File: src/rtl/neuron_mac_act.sv
// rtl/neuron_mac_act.sv - Q4.12 multiply-accumulate with saturation feeding a registered tanh LUT
module neuron_mac_act #(
  parameter int ACC_W     = 32,
  parameter int MAX_TERMS = 256,
  parameter int CNT_W     = 9
) (
  input  logic        clk,
  input  logic        rst_n,
  input  logic        in_valid,
  output logic        in_ready,
  input  logic [15:0] in_x,
  input  logic [15:0] in_w,
  input  logic        in_last,
  input  logic [15:0] bias,
  output logic [7:0]  lut_addr,
  input  logic [15:0] lut_data,
  output logic        out_valid,
  input  logic        out_ready,
  output logic [15:0] out_data,
  output logic [15:0] out_pre,
  output logic        out_sat,
  output logic        out_trunc
);

  typedef enum logic [1:0] {
    S_ACC   = 2'd0,
    S_ISSUE = 2'd1,
    S_CAPT  = 2'd2,
    S_OUT   = 2'd3
  } state_t;

  // Q4.12 range limits expressed at accumulator width
  localparam logic signed [ACC_W-1:0] SAT_MAX = {{(ACC_W-15){1'b0}}, 15'h7fff};
  localparam logic signed [ACC_W-1:0] SAT_MIN = {{(ACC_W-15){1'b1}}, 15'h0000};

  state_t                  state;
  state_t                  state_next;
  logic signed [ACC_W-1:0] acc;
  logic signed [ACC_W-1:0] term;
  logic signed [ACC_W-1:0] acc_base;
  logic signed [ACC_W-1:0] acc_next;
  logic signed [31:0]      prod;
  logic [CNT_W-1:0]        cnt;
  logic [CNT_W-1:0]        cnt_inc;
  logic                    beat;
  logic                    last_beat;
  logic                    ovf_hi;
  logic                    ovf_lo;
  logic [15:0]             sat;
  logic                    out_fire;

  assign in_ready = (state == S_ACC);
  assign beat     = in_valid && in_ready;
  assign out_fire = out_valid && out_ready;

  // Q8.24 product back to Q.12 by arithmetic shift, then sign-extended to accumulator width
  assign prod     = $signed(in_x) * $signed(in_w);
  assign term     = ACC_W'(prod >>> 12);
  assign acc_base = (cnt == '0) ? ACC_W'($signed(bias)) : acc;
  assign acc_next = acc_base + term;

  assign cnt_inc   = cnt + CNT_W'(1);
  assign last_beat = in_last || (cnt_inc == CNT_W'(MAX_TERMS));

  assign ovf_hi = (acc_next > SAT_MAX);
  assign ovf_lo = (acc_next < SAT_MIN);
  assign sat    = ovf_hi ? 16'h7fff : (ovf_lo ? 16'h8000 : acc_next[15:0]);

  // State register
  always_ff @(posedge clk or negedge rst_n) begin
    if (!rst_n) begin
      state <= S_ACC;
    end else begin
      state <= state_next;
    end
  end

  // Next-state: accumulate, give the LUT one edge to read, capture, then hold until accepted
  always_comb begin
    state_next = state;
    case (state)
      S_ACC:   if (beat && last_beat) state_next = S_ISSUE;
      S_ISSUE: state_next = S_CAPT;
      S_CAPT:  state_next = S_OUT;
      S_OUT:   if (out_fire) state_next = S_ACC;
      default: state_next = S_ACC;
    endcase
  end

  // Accumulator, term counter, LUT address and result registers
  always_ff @(posedge clk or negedge rst_n) begin
    if (!rst_n) begin
      acc       <= '0;
      cnt       <= '0;
      lut_addr  <= 8'h80;
      out_valid <= 1'b0;
      out_data  <= 16'h0000;
      out_pre   <= 16'h0000;
      out_sat   <= 1'b0;
      out_trunc <= 1'b0;
    end else begin
      if (beat) begin
        acc <= acc_next;
        cnt <= last_beat ? '0 : cnt_inc;
        if (last_beat) begin
          out_pre   <= sat;
          out_sat   <= ovf_hi || ovf_lo;
          out_trunc <= !in_last;
          lut_addr  <= {~sat[15], sat[14:8]};
        end
      end
      if (state == S_CAPT) begin
        out_data  <= lut_data;
        out_valid <= 1'b1;
      end
      if ((state == S_OUT) && out_fire) begin
        out_valid <= 1'b0;
        acc       <= '0;
      end
    end
  end

endmodule

File: config.mk
export PLATFORM = sky130hd
export DESIGN_NAME = neuron_mac_act
export DESIGN_NICKNAME = d
export VERILOG_FILES = /design/src/rtl/neuron_mac_act.sv
export SDC_FILE = /design/constraint.sdc
export NUM_CORES = 1
export LEC_CHECK = 0
export BUFFER_PORTS_ARGS = -buffer_cell sky130_fd_sc_hd__buf_2
export CAP_MARGIN = 20
export CORE_ASPECT_RATIO = 1.4
export CORE_MARGIN = 3
export CORE_UTILIZATION = 50
export CTS_BUF_LIST = sky130_fd_sc_hd__clkbuf_4 sky130_fd_sc_hd__clkbuf_8
export CTS_CLUSTER_SIZE = 24
export DETAILED_ROUTE_END_ITERATION = 8
export GPL_TIMING_DRIVEN = 0
export PLACE_DENSITY = 0.73
export SLEW_MARGIN = 20
export SYNTH_ARGS = -nofsm -noshare
export SYNTH_HDL_FRONTEND = slang
export SYNTH_SLANG_ARGS = --single-unit
File: constraint.sdc
create_clock -name clk -period 7.2 [get_ports clk]
set_clock_uncertainty 0.05 [all_clocks]
set_input_delay 1.44 -clock clk [delete_from_list [all_inputs] [get_ports clk]]
set_output_delay 1.44 -clock clk [all_outputs]
set_load 0.02 [all_outputs]
==> impl_metrics.py, run 1 <==
metrics = {
    "status": {
        "status": "finished, violations left",
        "violations": "negative setup slack",
    },
    "sta": {
        "hold_viol_final": 0,
        "worstMarginPinSlew_ns": 0.916,
        "slew_violations": 0,
        "setup_viol": 46,
        "fin_crit_sh_pct": 147,
        "finalCriticalPeriod_ns": 10.57,
        "setup_slack_ns": -3.37,
        "fmax_mhz": 94.6,
        "rsz0062_at_grt": "true",
        "maxSlewHeadroom_pct": 38.9,
    },
    "cts": {
        "clkTransAtPathRegs_ns": 0.09,
        "tritoncts": "done",
        "cts_max_level": 3,
        "root_buffer": "clkbuf_8",
        "clock_latency_ns": 0.37,
        "clock_sinks": 79,
        "clockBufferDepth": 2,
        "cts_buffers": 9,
    },
    "logic_synthesis": {
        "synthXorXnorAreaFrac_pct": 3.28,
        "synth_area_leaders": "fa_1, dfrtp_1, ha_1",
        "synth_edf_count": 0,
        "ys.flop_type": "dfrtp_1",
        "synth_compound_area_share_pct": 10.7,
        "synthAdderAreaFrac_pct": 43.3,
        "synth_mux_area_share_pct": 1.46,
        "synth-seq-area-share_pct": 12.9,
        "synthTopCellsByCount": "inv_1, fa_1, nand2_1",
        "yosys.area_share.simple_pct": 18.9,
        "synthArstFlopShare_pct": 100,
        "syn_inst": 1731,
        "synth_area_per_cell_um2": 8.83,
        "synthDistinctLibCells": 87,
        "synth_top_family_by_area": "adder cells",
        "yosysMostFrequentCell": "inv_1",
        "netlist_area_um2": 15300,
        "yosys_register_bits": 79,
        "syn_nets": 2172,
        "yosysWarningCount": 0,
        "synth_area_leader_cell": "fa_1",
        "synth_top_area_share_pct": 34.3,
    },
    "routing": {
        "wl_met1_mm": 16.0,
        "drt.antenna.violating_nets": 0,
        "route.met3.wl_mm": 2.64,
        "firstDrtPassIters": 6,
        "top_layer_used": "met4",
        "wl_met2_mm": 24.0,
        "drt_wl_total_mm": 45.6,
        "route.detailed.wl_per_inst_um": 19.3,
        "drc": 0,
        "vias": 13364,
        "viasPerCell": 5.64,
        "drtIter0Drc": 709,
    },
    "floorplanning": {
        "fp.dieH_um": 213,
        "die-width_um": 154,
        "die-area_um2": 32700,
        "num_io_pins": 113,
        "coreArea_um2": 30000,
        "initial_core_util_pct": 50.9,
        "rows": 75,
    },
    "cells_and_area": {
        "syn_to_final_growth_pct": 27.6,
        "layout-drive-gt1-share_pct": 28.4,
        "layout.nets": 2418,
    },
    "global_routing": {
        "first_global_vias": 14280,
        "antenna_found_initial": 1,
        "grt_pass1_wl_mm": 71.9,
        "grt_max_degree": 58,
        "grt.overflow.total": 0,
        "grt_usage_pct": 27.1,
    },
    "placed_design": {
        "gp_congestion": 0.939,
        "post-place-ws_ns": -4.64,
        "port_buffers": 112,
        "hpwl_mm": 34.8,
    },
    "job": {
        "max_cap_violations": 0,
    },
    "worst_setup_path": {
        "critPathMaxStageDelay_ns": 0.55,
        "path_class": "in2reg",
        "crit_top_cell": "fa_1",
        "endpoint_kind": "flip-flop",
        "start_kind": "input port",
        "crit_fanout": 7,
        "arrival_ns": 10.81,
        "required_ns": 7.44,
        "r2r_setup_slack_ns": 0.45,
        "cp_slowest_cell": "fa_1",
    },
    "hold_path": {
        "hp-class": "reg2reg",
    },
}
[placed cells by master (no fill, tap or decap), types with 16 or more instances in the layout]
| master | n |
|---|---|
| o21ai_0 | 19 |
| o21ai_2 | 17 |
| nand2_1 | 250 |
| ha_1 | 87 |
| clkbuf_1 | 26 |
| mux2_2 | 16 |
| inv_1 | 284 |
| xnor2_2 | 17 |
| a21oi_1 | 39 |
| dfrtp_1 | 78 |
| buf_6 | 31 |
| ha_4 | 16 |
| fa_1 | 252 |
| nor2_1 | 89 |
| xnor2_1 | 18 |
| a21oi_2 | 37 |
| a21o_1 | 21 |
| buf_4 | 118 |
| and2_1 | 118 |
| buf_2 | 89 |
[what timing repair did]
item / 4_1_cts / 5_1_grt
hold buffers: 0 / 0
pin swaps: 103 / 132
gates resized for setup: 245 / 142
cloned: 2 / 0
buffers inserted: 70 / 60
endpoints found under the setup margin: 48 / 47
[metal layers]
metal  vias up  global-route usage (%)
li1       5927                       -
met1      6621                    30.8
met2       610                    50.2
met3       206                    2.90
met4         0                    14.5
met5         -                       0
[final cells by class]
class	count	area, µm²
clock inverters	7	85.1
clock buffers	9	124
diodes	1	2.50
inverters	296	1110
repair buffers	235	1750
multi-input cells	1286	13300
flip-flops and latches	79	1980
fillers	2310	10500
plain buffers	70	693
well taps	385	482
[cell families after synthesis]
group	count (synthesis)
DFF	79
buffers and inverters	366
adders and majority gates	372
muxes	20
and+or+nand+nor	596
AOI/OAI and AO/OA	244
xor gates and xnor gates	54
[worst paths after layout]
| path | depth (start not counted) | from | to |
|---|---|---|---|
| worst min-delay path | 1 | out_pre[15]$_DFFE_PN0P_ | out_pre[15]$_DFFE_PN0P_ |
| max in group asynchronous | 2 | rst_n | lut_addr[7]$_DFFE_PN1P_ |
| worst max-delay path | 45 | in_w[6] | lut_addr[1]$_DFFE_PN0P_ |
| min in group asynchronous | 1 | rst_n | acc[18]$_DFFE_PN0P_ |
| worst max register to register | 26 | cnt[0]$_DFFE_PN0P_ | lut_addr[1]$_DFFE_PN0P_ |
| worst min register to register | 1 | out_pre[15]$_DFFE_PN0P_ | out_pre[15]$_DFFE_PN0P_ |
[critical path, delay by kind of cell]
kind,cells,cell delay [ns]
AO/OA/AOI/OAI,22,4.08
adder cells (fa/ha/maj),8,3.54
AND/OR/NAND/NOR,6,0.83
buffers and inverters,9,0.89
[through the flow]
| stage | setup TNS (ns) | utilization (%) | instances | instance area (µm²) | hold WS, ns |
|---|---|---|---|---|---|
| floorplan | -84.26 | - | 1731 | 15600 | 0.430 |
| global placement | -148.47 | 55.4 | 2228 | 16600 | 0.417 |
| detailed placement | -152.38 | 55.5 | 2229 | 16700 | 0.416 |
| CTS | -100.11 | 61.7 | 2315 | 18500 | 0.438 |
| global route | -117.41 | 64.9 | 2368 | 19500 | 0.461 |
| finish | -108.68 | 64.9 | 2368 | 19500 | 0.434 |
[registers in the layout, summed over array words and instances, names as in the netlist]
signal,flops
out_data,16
out_valid,1
out_pre,9
out_trunc,1
acc,32
state,2
lut_addr,8
out_sat,1
cnt,9
Power of run 1 is not shown: default switching activity piles up to over one toggle a cycle in this logic, so the estimate is an artifact.
==> inputs of run 2 (changes only) <==
--- a/config.mk
+++ b/config.mk
@@ -7,14 +7,17 @@
 export LEC_CHECK = 0
 export BUFFER_PORTS_ARGS = -buffer_cell sky130_fd_sc_hd__buf_2
 export CAP_MARGIN = 20
+export CELL_PAD_IN_SITES_DETAIL_PLACEMENT = 0
+export CELL_PAD_IN_SITES_GLOBAL_PLACEMENT = 1
 export CORE_ASPECT_RATIO = 1.4
 export CORE_MARGIN = 3
-export CORE_UTILIZATION = 50
+export CORE_UTILIZATION = 49
 export CTS_BUF_LIST = sky130_fd_sc_hd__clkbuf_4 sky130_fd_sc_hd__clkbuf_8
 export CTS_CLUSTER_SIZE = 24
 export DETAILED_ROUTE_END_ITERATION = 8
 export GPL_TIMING_DRIVEN = 0
-export PLACE_DENSITY = 0.73
+export PLACE_DENSITY = 0.89
+export SKIP_CTS_REPAIR_TIMING = 1
 export SLEW_MARGIN = 20
 export SYNTH_ARGS = -nofsm -noshare
 export SYNTH_HDL_FRONTEND = slang
==> impl_metrics.py, run 2 (same netlist as run 1, synthesis figures left out) <==
metrics = {
    "floorplanning": {
        "die-width_um": 155,
        "rows": 75,
        "die-area_um2": 33400,
        "initial_core_util_pct": 50.4,
        "fp.dieH_um": 215,
        "coreArea_um2": 30300,
        "num_io_pins": 113,
    },
    "routing": {
        "viasPerCell": 5.46,
        "drtIter0Drc": 628,
        "drt.antenna.violating_nets": 0,
        "vias": 12719,
        "drc": 0,
        "drt_wl_total_mm": 43.3,
        "firstDrtPassIters": 5,
        "route.detailed.wl_per_inst_um": 18.6,
    },
    "hold_path": {
        "hp-start": "out_pre[15]$_DFFE_PN0P_",
        "hp-class": "reg2reg",
        "min_to": "out_pre[15]$_DFFE_PN0P_",
        "min_path_cells": 1,
    },
    "global_routing": {
        "grt_pass1_wl_mm": 67.4,
        "first_global_vias": 13209,
        "grt_usage_pct": 25.1,
        "grt_max_degree": 57,
        "antenna_found_initial": 0,
        "grt.overflow.total": 0,
    },
    "worst_setup_path": {
        "arrival_ns": 10.81,
        "critPathMaxStageDelay_ns": 0.58,
        "required_ns": 7.40,
        "path_delay_family": "compound AO/OA/AOI/OAI gates",
        "cp_slowest_cell": "fa_1",
        "crit_fanout": 7,
        "path_class": "in2reg",
        "endpoint_kind": "flip-flop",
        "r2r_setup_slack_ns": 0.47,
        "crit_buf_inv": 8,
        "worstReg2RegStart": "cnt[0]$_DFFE_PN0P_",
        "crit_top_cell": "fa_1",
        "regToRegEndpoint": "lut_addr[0]$_DFFE_PN0P_",
        "start_kind": "input port",
        "ff2ff_path_depth": 26,
    },
    "cells_and_area": {
        "top_regs": "acc (32), out_data (16)",
        "post-route-cell-area_um2": 18900,
        "final_cells": 2331,
        "layout.nets": 2382,
        "layout-drive-gt1-share_pct": 25.6,
        "largest_register_ffs": 32,
        "diodes": 0,
        "mostFrequentLayoutCells": "inv_1, nand2_1, fa_1",
        "finish.utilization_pct": 62.3,
        "syn_to_final_growth_pct": 23.6,
        "final_common_cell": "inv_1",
        "top_register": "acc",
    },
    "sta": {
        "hold_viol_final": 0,
        "fmax_mhz": 94.2,
        "finalCriticalPeriod_ns": 10.61,
        "worstMarginPinSlew_ns": 0.867,
        "setup_slack_ns": -3.41,
        "setup_viol": 45,
        "slew_violations": 0,
        "maxSlewHeadroom_pct": 42.2,
        "rsz0062_at_grt": "true",
        "fin_crit_sh_pct": 147,
    },
    "cts": {
        "clkTransAtPathRegs_ns": 0.08,
        "clock_sinks": 79,
        "cts_max_level": 3,
        "clock_latency_ns": 0.36,
        "clockBufferDepth": 2,
        "root_buffer": "clkbuf_8",
        "tritoncts": "done",
        "cts_buffers": 9,
    },
    "placed_design": {
        "port_buffers": 112,
        "gp_congestion": 0.933,
        "place_area_um2": 16700,
        "dp_cells": 2229,
        "hpwl_mm": 34.8,
    },
    "status": {
        "violations": "negative setup slack",
        "status": "finished, violations left",
    },
    "job": {
        "max_cap_violations": 0,
    },
}
-- run 2: changes by cell type in the layout (fill, tap and decap cells not counted), sizes merged --
cell / change
bufinv: +1
clkbuf: -3
clkinvlp: +2
inv: -5
diode: -1
buf: -31
-- run 2: how the worst max path moves through the flow --
stage,startpoint,to,cells past startpoint
3_3_place_gp,in_x[15],lut_addr[2]$_DFFE_PN0P_,33
2_1_floorplan,in_w[7],out_pre[6]$_DFFE_PN0P_,44
4_1_cts,in_x[15],lut_addr[5]$_DFFE_PN0P_,33
3_5_place_dp,in_x[15],lut_addr[5]$_DFFE_PN0P_,33
5_1_grt,in_x[5],lut_addr[0]$_DFFE_PN0P_,46
6_report,in_x[5],lut_addr[0]$_DFFE_PN0P_,44
-- run 2: per-stage QoR --
step	TNS [ns]	hold slack, ns	setup WS, ns
6_report	-106.94	0.433	-3.41
5_1_grt	-116.95	0.468	-3.61
4_1_cts	-138.98	0.440	-4.38
3_5_place_dp	-154.36	0.419	-4.68
3_3_place_gp	-149.30	0.412	-4.58
2_1_floorplan	-84.26	0.430	-2.84
-- run 2: cell type report --
type,instances,area [µm²]
multi-input combinational,1286,13100
fill,2582,11400
sequential,79,1980
timing repair buffer,199,1420
inverter,296,1110
buffer,70,603
tap,385,482
clock buffer,11,151
clock inverter,5,80.1
-- run 2: per-layer routing --
layer / part of all wire (%) / up-vias / track usage [%]
li1: - / 5842 / -
met1: 37 / 6327 / 30.0
met2: 53 / 441 / 46.0
met3: 4.7 / 109 / 2.84
met4: 4.5 / 0 / 9.64
met5: 0 / - / 0
Power of run 2 is left out for the same reason.
==> inputs of run 3 (changes only) <==
==> config.mk (replaced) <==
export PLATFORM = sky130hd
export DESIGN_NAME = neuron_mac_act
export DESIGN_NICKNAME = d
export VERILOG_FILES = /design/src/rtl/neuron_mac_act.sv
export SDC_FILE = /design/constraint.sdc
export NUM_CORES = 1
export LEC_CHECK = 0
export CAP_MARGIN = 20
export CELL_PAD_IN_SITES_DETAIL_PLACEMENT = 0
export CELL_PAD_IN_SITES_GLOBAL_PLACEMENT = 1
export CORE_ASPECT_RATIO = 1.4
export CORE_MARGIN = 3
export CORE_UTILIZATION = 50
export CTS_BUF_LIST = sky130_fd_sc_hd__clkbuf_4 sky130_fd_sc_hd__clkbuf_8
export CTS_CLUSTER_SIZE = 24
export DETAILED_ROUTE_END_ITERATION = 8
export DONT_BUFFER_PORTS = 1
export GPL_TIMING_DRIVEN = 0
export PLACE_DENSITY = 0.86
export SKIP_CTS_REPAIR_TIMING = 1
export SYNTH_ARGS = -nofsm -noshare
export SYNTH_HDL_FRONTEND = slang
export SYNTH_SLANG_ARGS = --single-unit
==> impl_metrics.py, run 3 (same netlist as run 1, synthesis figures left out) <==
metrics = {
    "status": {
        "status": "finished, violations left",
        "violations": "negative setup slack",
    },
    "hold_path": {
        "hp-class": "reg2reg",
        "hp-start": "acc[17]$_DFFE_PN0P_",
    },
    "sta": {
        "fin_crit_sh_pct": 146,
        "finalCriticalPeriod_ns": 10.50,
        "fmax_mhz": 95.2,
        "rsz0062_at_grt": "true",
        "setup_tns_ns": -100.93,
        "setup_slack_ns": -3.30,
        "maxSlewHeadroom_pct": 48.1,
        "slew_violations": 0,
        "hold_viol_final": 0,
        "worstMarginPinSlew_ns": 0.778,
        "setup_viol": 45,
    },
    "cells_and_area": {
        "top_register": "acc",
        "multi_input_area_um2": 12700,
        "top_regs": "acc (32), out_data (16)",
        "mostFrequentLayoutCells": "inv_1, nand2_1, fa_1",
        "final_cells": 2182,
        "post-route-cell-area_um2": 17400,
        "largest_register_ffs": 32,
        "final_common_cell": "inv_1",
        "syn_to_final_growth_pct": 13.9,
        "num-fill-cells": 2653,
        "layout-drive-gt1-share_pct": 16.8,
        "layout.nets": 2232,
        "regArea_um2": 1980,
    },
    "global_routing": {
        "grt_pass1_wl_mm": 66.4,
        "grt_max_degree": 80,
        "grt_usage_pct": 25.1,
        "grt.overflow.total": 0,
        "first_global_vias": 12854,
        "antenna_found_initial": 1,
    },
    "routing": {
        "viasPerCell": 5.54,
        "drc": 0,
        "drt.antenna.violating_nets": 0,
        "vias": 12084,
        "drtIter0Drc": 526,
        "drt_wl_total_mm": 40.9,
        "firstDrtPassIters": 5,
        "route.detailed.wl_per_inst_um": 18.7,
    },
    "worst_setup_path": {
        "crit_buf_inv": 7,
        "endpoint_kind": "flip-flop",
        "path_class": "in2reg",
        "cp_slowest_cell": "fa_1",
        "crit_top_cell": "a21oi_2",
        "required_ns": 7.40,
        "cp-startpoint": "in_w[4]",
        "start_kind": "input port",
        "path_delay_family": "adder cells",
        "worstReg2RegStart": "cnt[0]$_DFFE_PN0P_",
        "critPathMaxStageDelay_ns": 0.56,
        "r2r_setup_slack_ns": 0.31,
        "crit_fanout": 8,
        "arrival_ns": 10.71,
    },
    "placed_design": {
        "port_buffers": 0,
        "dp_cells": 2116,
        "post-place-ws_ns": -4.37,
        "hpwl_mm": 33.8,
        "gp_congestion": 0.909,
        "place_area_um2": 16100,
    },
    "floorplanning": {
        "fp.dieH_um": 213,
        "die-width_um": 154,
        "rows": 75,
        "die-area_um2": 32700,
        "num_io_pins": 113,
        "initial_core_util_pct": 50.9,
        "coreArea_um2": 30000,
    },
    "cts": {
        "cts_buffers": 9,
        "tritoncts": "done",
        "clock_sinks": 79,
        "cts_max_level": 3,
        "clock_latency_ns": 0.36,
        "root_buffer": "clkbuf_8",
        "clockBufferDepth": 2,
        "clkTransAtPathRegs_ns": 0.09,
    },
    "job": {
        "max_cap_violations": 0,
    },
}
## run 3: final cells by class
class                   count  area share (%)
repair buffers             49            2.30
flip-flops and latches     79            11.4
well taps                 385            2.77
clock buffers              11           0.834
plain buffers              70            2.85
diodes                      1          0.0144
clock inverters             5           0.467
inverters                 296            6.40
multi-input cells        1286            73.0
## run 3: stage by stage
stage	hold WS [ns]	util (%)
5_1_grt	0.486	58.0
4_1_cts	0.475	54.3
3_3_place_gp	0.446	53.6
6_report	0.477	58.0
3_5_place_dp	0.453	53.6
2_1_floorplan	0.430	-
## run 3: metal layers
layer  global-route usage [%]  part of all wire (%)
met5                        0                     0
met1                     30.0                    38
met2                     47.2                    53
met4                     7.59                   3.4
met3                     3.28                   5.6
## run 3: final timing paths
kind | end | cells after the start
setup / recovery | lut_addr[1]$_DFFE_PN0P_ | 44
hold / removal | acc[17]$_DFFE_PN0P_ | 2
setup reg to reg | lut_addr[1]$_DFFE_PN0P_ | 26
hold reg to reg | acc[17]$_DFFE_PN0P_ | 2
max in group asynchronous | lut_addr[7]$_DFFE_PN1P_ | 0
min in group asynchronous | out_data[8]$_DFFE_PN0P_ | 0
## run 3: worst register-to-register path: stages, from the launching register on
cell and delay (ns):
dfrtp_1 0.44, inv_1 0.08, ha_1 0.14, or4b_4 0.48, or3_4 0.41, clkbuf_1 0.28
clkbuf_1 0.35, clkbuf_1 0.36, nand2_1 0.14, nand2_1 0.06, ha_1 0.22, fa_1 0.45
a211oi_2 0.28, o21ai_1 0.16, a21oi_2 0.27, o21ai_4 0.11, o21a_1 0.21, o41a_1 0.35
xor2_2 0.21, nor4_2 0.29, nand4_1 0.15, or3_4 0.42, nor4_4 0.29, a31oi_4 0.24
clkbuf_16 0.23, a21oi_2 0.10, nor2_1 0.05
Power of run 3 is left out for the same reason.
